$ cat config.mk
export PLATFORM = sky130hd
export DESIGN_NAME = vending_machine
export DESIGN_NICKNAME = d
export VERILOG_FILES = /design/src/rtl/vending_machine.sv
export SDC_FILE = /design/constraint.sdc
export NUM_CORES = 1
export LEC_CHECK = 0
export ABC_CLOCK_PERIOD_IN_PS = 6700
export CAP_MARGIN = 10
export CORE_MARGIN = 5
export CORE_UTILIZATION = 41
export DETAILED_ROUTE_END_ITERATION = 16
export REMOVE_ABC_BUFFERS = 1
export SYNTH_ARGS = -nofsm -noshare
export SYNTH_HDL_FRONTEND = slang
export SYNTH_SLANG_ARGS = --single-unit
export TNS_END_PERCENT = 50
$ cat constraint.sdc
create_clock -name clk -period 6.7 [get_ports clk]
set_input_delay 1.34 -clock clk [delete_from_list [all_inputs] [get_ports clk]]
set_output_delay 1.34 -clock clk [all_outputs]
set_load 0.05 [all_outputs]
$ cat src/rtl/vending_machine.sv
// Keypad-driven vending credit controller: synchronizes the active-low key
// lines, accepts one action per press, keeps a 3-digit BCD credit and drives
// three seven-segment digits.
module vending_machine (
  input  logic       clk,
  input  logic       reset,
  input  logic [3:0] row,
  output logic [6:0] D0,
  output logic [6:0] D1,
  output logic [6:0] D2,
  output logic [3:0] key_value
);

  // state | meaning
  // IDLE  | waiting for a single valid key press
  // HELD  | key action done, waiting for all keys released
  typedef enum logic {IDLE = 1'b0, HELD = 1'b1} state_t;

  localparam logic [3:0] KEY_INS5   = 4'd1;
  localparam logic [3:0] KEY_INS10  = 4'd2;
  localparam logic [3:0] KEY_BUY    = 4'd3;
  localparam logic [3:0] KEY_CANCEL = 4'd4;

  state_t     state_q, state_d;
  logic [3:0] row_meta_q, row_s_q;
  logic [3:0] dig0_q, dig1_q, dig2_q;
  logic [3:0] dig0_d, dig1_d, dig2_d;
  logic [3:0] key_q, key_d;
  logic [3:0] key_code;

  logic [3:0] add0, add1;
  logic [4:0] sum0, sum1, sum2;
  logic       c0, c1, c2;
  logic [3:0] a0, a1, a2;

  logic       b0, b1, ge25;
  logic [3:0] t_need;
  logic [3:0] s0, s1, s2;

  function automatic logic [6:0] seg7(input logic [3:0] d);
    logic [6:0] p;
    case (d)
      4'd0:    p = 7'b0111111;
      4'd1:    p = 7'b0000110;
      4'd2:    p = 7'b1011011;
      4'd3:    p = 7'b1001111;
      4'd4:    p = 7'b1100110;
      4'd5:    p = 7'b1101101;
      4'd6:    p = 7'b1111101;
      4'd7:    p = 7'b0000111;
      4'd8:    p = 7'b1111111;
      4'd9:    p = 7'b1101111;
      default: p = 7'b0000000;
    endcase
    return p;
  endfunction

  // Two-flop synchronizer for the asynchronous key lines; idles released.
  always_ff @(posedge clk) begin
    if (reset) begin
      row_meta_q <= 4'b1111;
      row_s_q    <= 4'b1111;
    end else begin
      row_meta_q <= row;
      row_s_q    <= row_meta_q;
    end
  end

  // Decode exactly-one-low key lines; anything else yields code 0 (no key).
  always_comb begin
    key_code = 4'd0;
    case (row_s_q)
      4'b1110: key_code = KEY_INS5;
      4'b1101: key_code = KEY_INS10;
      4'b1011: key_code = KEY_BUY;
      4'b0111: key_code = KEY_CANCEL;
      default: key_code = 4'd0;
    endcase
  end

  // BCD add of 5 or 10; a carry out of the hundreds digit means > 995.
  always_comb begin
    add0 = (key_code == KEY_INS5)  ? 4'd5 : 4'd0;
    add1 = (key_code == KEY_INS10) ? 4'd1 : 4'd0;
    sum0 = {1'b0, dig0_q} + {1'b0, add0};
    c0   = (sum0 > 5'd9);
    a0   = c0 ? 4'(sum0 - 5'd10) : sum0[3:0];
    sum1 = {1'b0, dig1_q} + {1'b0, add1} + {4'd0, c0};
    c1   = (sum1 > 5'd9);
    a1   = c1 ? 4'(sum1 - 5'd10) : sum1[3:0];
    sum2 = {1'b0, dig2_q} + {4'd0, c1};
    c2   = (sum2 > 5'd9);
    a2   = c2 ? 4'(sum2 - 5'd10) : sum2[3:0];
  end

  // BCD subtract of 25; BCD digit order compares like plain binary.
  always_comb begin
    ge25   = ({dig2_q, dig1_q, dig0_q} >= 12'h025);
    b0     = (dig0_q < 4'd5);
    s0     = b0 ? (dig0_q + 4'd5) : (dig0_q - 4'd5);
    t_need = 4'd2 + {3'd0, b0};
    b1     = (dig1_q < t_need);
    s1     = b1 ? (dig1_q + 4'd10 - t_need) : (dig1_q - t_need);
    s2     = dig2_q - {3'd0, b1};
  end

  // Key FSM next state and credit/key updates; one action per press.
  always_comb begin
    state_d = state_q;
    dig0_d  = dig0_q;
    dig1_d  = dig1_q;
    dig2_d  = dig2_q;
    key_d   = key_q;
    case (state_q)
      IDLE: begin
        if (key_code != 4'd0) begin
          state_d = HELD;
          key_d   = key_code;
          case (key_code)
            KEY_INS5, KEY_INS10: begin
              if (!c2) begin
                dig0_d = a0;
                dig1_d = a1;
                dig2_d = a2;
              end
            end
            KEY_BUY: begin
              if (ge25) begin
                dig0_d = s0;
                dig1_d = s1;
                dig2_d = s2;
              end
            end
            KEY_CANCEL: begin
              dig0_d = 4'd0;
              dig1_d = 4'd0;
              dig2_d = 4'd0;
            end
            default: ;
          endcase
        end
      end
      HELD: begin
        if (row_s_q == 4'b1111) state_d = IDLE;
      end
      default: state_d = IDLE;
    endcase
  end

  // State, credit and key registers with synchronous reset priority.
  always_ff @(posedge clk) begin
    if (reset) begin
      state_q <= IDLE;
      dig0_q  <= 4'd0;
      dig1_q  <= 4'd0;
      dig2_q  <= 4'd0;
      key_q   <= 4'd0;
    end else begin
      state_q <= state_d;
      dig0_q  <= dig0_d;
      dig1_q  <= dig1_d;
      dig2_q  <= dig2_d;
      key_q   <= key_d;
    end
  end

  // Display decode is purely combinational from the digit registers.
  always_comb begin
    D0        = seg7(dig0_q);
    D1        = seg7(dig1_q);
    D2        = seg7(dig2_q);
    key_value = key_q;
  end

endmodule

==> flow_summary_export.csv <==
group,metric,value,unit
clock_network,cts.root.buffer_cell,"clkbuf_8",
timing,fmax,163.6,MHz
placement,placed_cells,494,
timing,slew_headroom,0.4220,
yosys,yosys-top-cells-area,"dfxtp_1 (27%), ha_1 (15%), inv_1 (3.8%), a21oi_1 (3.0%), o21ai_0 (2.9%)",
yosys,synth_top_area_share,0.2733,
timing,worstMarginPinSlew,866.2,ps
timing,worst_clock_skew,6.531,ps
clock_network,cts.path.max_buffers,2,
timing,hold_viol,0,
detailed_routing,ant_nets,0,
final_layout,finalNetCount,449,
floorplan,core,0.007767,sq mm
placement,portBuffers,29,
timing,period_share,0.9125,
detailed_routing,first_iter_violations,146,
yosys,ys_warn_count,0,
placement,gp_congestion,0.8547,
final_layout,syn_to_final_growth,16.14,%
floorplan,die_h,99.66,um
setup_path,cp_num_buf_inv,3,
global_route,grt_overflow_total,0,
detailed_routing,drc,0,
detailed_routing,drt-pass1-iter-count,4,
floorplan,io_pins,31,
floorplan,fp.dieArea,0.009931,sq mm
clock_network,cts_tree,"done",
global_route,track_usage,0.1532,
placement,hpwl,5.524,mm
detailed_routing,wl_per_cell,14.98,um
setup_path,cp_slowest_stage_delay,400,ps
yosys,synth-seq-cells,45,
yosys,synth-main-ff-cell,"dfxtp_1",
detailed_routing,wirelength,7.534,mm
detailed_routing,viasPerCell,5.511,
clock_network,cts_buffers,5,
clock_network,ctsHoldBuffers,0,
yosys,syn_area_per_cell,8.836,sq um
setup_path,worst_path_dominant_cell_family,"adder cells",
setup_path,critPathArrivalTime,6300,ps
global_route,grt_first_pass_wirelength,12.56,mm
power_and_ir_drop,leakage,1.555,nW
clock_network,cts_max_level,2,
yosys,syn_area,0.003296,sq mm
setup_path,cp_slowest_cell,"fa_1",
floorplan,rows,32,
yosys,synthArstFlopShare,0,
setup_path,cp-end-kind,"flip-flop",
hold_path,hp-class,"reg -> reg",
setup_path,critPathMaxFanout,10,
setup_path,startpoint_type,"flip-flop",
yosys,synth_largest_area_cell,"dfxtp_1",
floorplan,start_util,0.4243,
timing,tns,0,ps
clock_network,cts.reportedPaths.clkPinSlew,80,ps
final_layout,num_antenna_cells,0,
yosys,synth.top_cells.by_count,"dfxtp_1 (45), ha_1 (40), inv_1 (33)",
placement,post-place-ws,306.9,ps
yosys,postSynthCellCount,373,
setup_path,required,6890,ps
yosys,synth.most_common_cell,"dfxtp_1",
final_layout,final_layout_size_suffix_gt1_frac,0.1222,
yosys,ys_types,75,
clock_network,insertion_delay,300,ps
detailed_routing,route.vias.total,2772,
setup_path,critical_path_class,"reg -> reg",
floorplan,die_w,99.66,um
setup_path,critPathMostFrequentCell,"ha_1",
yosys,synth_edf_count,0,
global_route,grt_pass1_vias,2633,
power_and_ir_drop,irDropWorstVdd,0.1069,mV
timing,period_minus_slack,6114,ps
power_and_ir_drop,power,0.0008503,W
timing,setup_slack,586.2,ps
timing,setup_viol,0,
yosys,ys_seq_area_frac,0.2733,
timing,drv_slew,0,
timing,rsz0062_at_grt,"false",
timing,hold_ws,415.7,ps
global_route,antenna_found_initial,0,
power_and_ir_drop,powerDensity,222.2,mW/mm^2
job,maxCapViolCount,0,
global_route,grt_max_degree,40,
final_layout,fin_cells,503,
clock_network,clock_sinks,45,
run_status,status,"finished clean",
-- worst paths after layout --
kind,start,endpoint,slack [ps],depth (start not counted)
worst min register to register,row_meta_q[3],row_s_q[3],420,1
worst max register to register,row_s_q[0],D0[5],590,29
worst max-delay path,row_s_q[0],D0[5],590,29
worst min-delay path,row_meta_q[3],row_s_q[3],420,1
-- cell families (layout without fill, tap and decap cells) --
kind of cell	Yosys count	count (layout)	share of synthesized area
AOI/OAI and AO/OA	120	120	0.2715
xor gates and xnor gates	15	15	0.03986
adders and majority gates	42	42	0.1640
buffers and inverters	56	84	0.07175
DFF	45	45	0.2733
muxes	10	10	0.03151
other	1	1	0.001138
and+or+nand+nor	84	84	0.1469
-- sequential cells by signal, indices dropped and copies added (netlist names) --
signal,flops
D0,7
D1,7
D2,7
dig0_q,4
dig1_q,4
dig2_q,4
key_value,3
row_meta_q,4
row_s_q,4
state_q,1
-- per-stage QoR --
| stage | instance area [sq um] | util |
|---|---|---|
| floorplan | 3191 | - |
| global placement | 3691 | 0.4752 |
| detailed placement | 3691 | 0.4752 |
| CTS | 3777 | 0.4863 |
| global route | 3827 | 0.4928 |
| finish | 3827 | 0.4928 |
-- routing by layer --
metal	vias up	wire length, um	GRT usage
li1	1404	-	-
met1	1294	3553	0.2034
met2	62	3539	0.2521
met3	12	299	0.02665
met4	0	141	0.04937
met5	-	0	0
-- power by group --
group / internal (W) / switching [W] / leakage, nW
Clock: 0.0000820 / 0.0000899 / 0.0443
Sequential: 0.000299 / 0.0000202 / 0.370
Combinational: 0.000135 / 0.000224 / 1.14
-- layout make-up --
class | instances | area (sq um)
Timing Repair Buffer | 42 | 387.9
Clock buffer | 7 | 86.33
Tap cell | 102 | 127.6
Sequential cell | 45 | 900.9
Inverter | 35 | 131.4
Multi-Input combinational cell | 272 | 2193
Fill cell | 764 | 3940
-- cell usage in the layout, fill, tap and decap left out, types with 9 or more instances in the layout --
cell,n
xnor2_1,9
a21oi_1,20
o21ai_0,18
nand2_1,9
or2_2,9
ha_1,40
nor2_1,20
inv_1,33
dfxtp_1,45
clkdlybuf4s50_1,29
buf_4,13
-- repair_timing --
item,4_1_cts,5_1_grt
resized for setup,0,6
buffers inserted,0,2
endpoints found under the setup margin,0,16
Power figures use the tool's default switching activity.
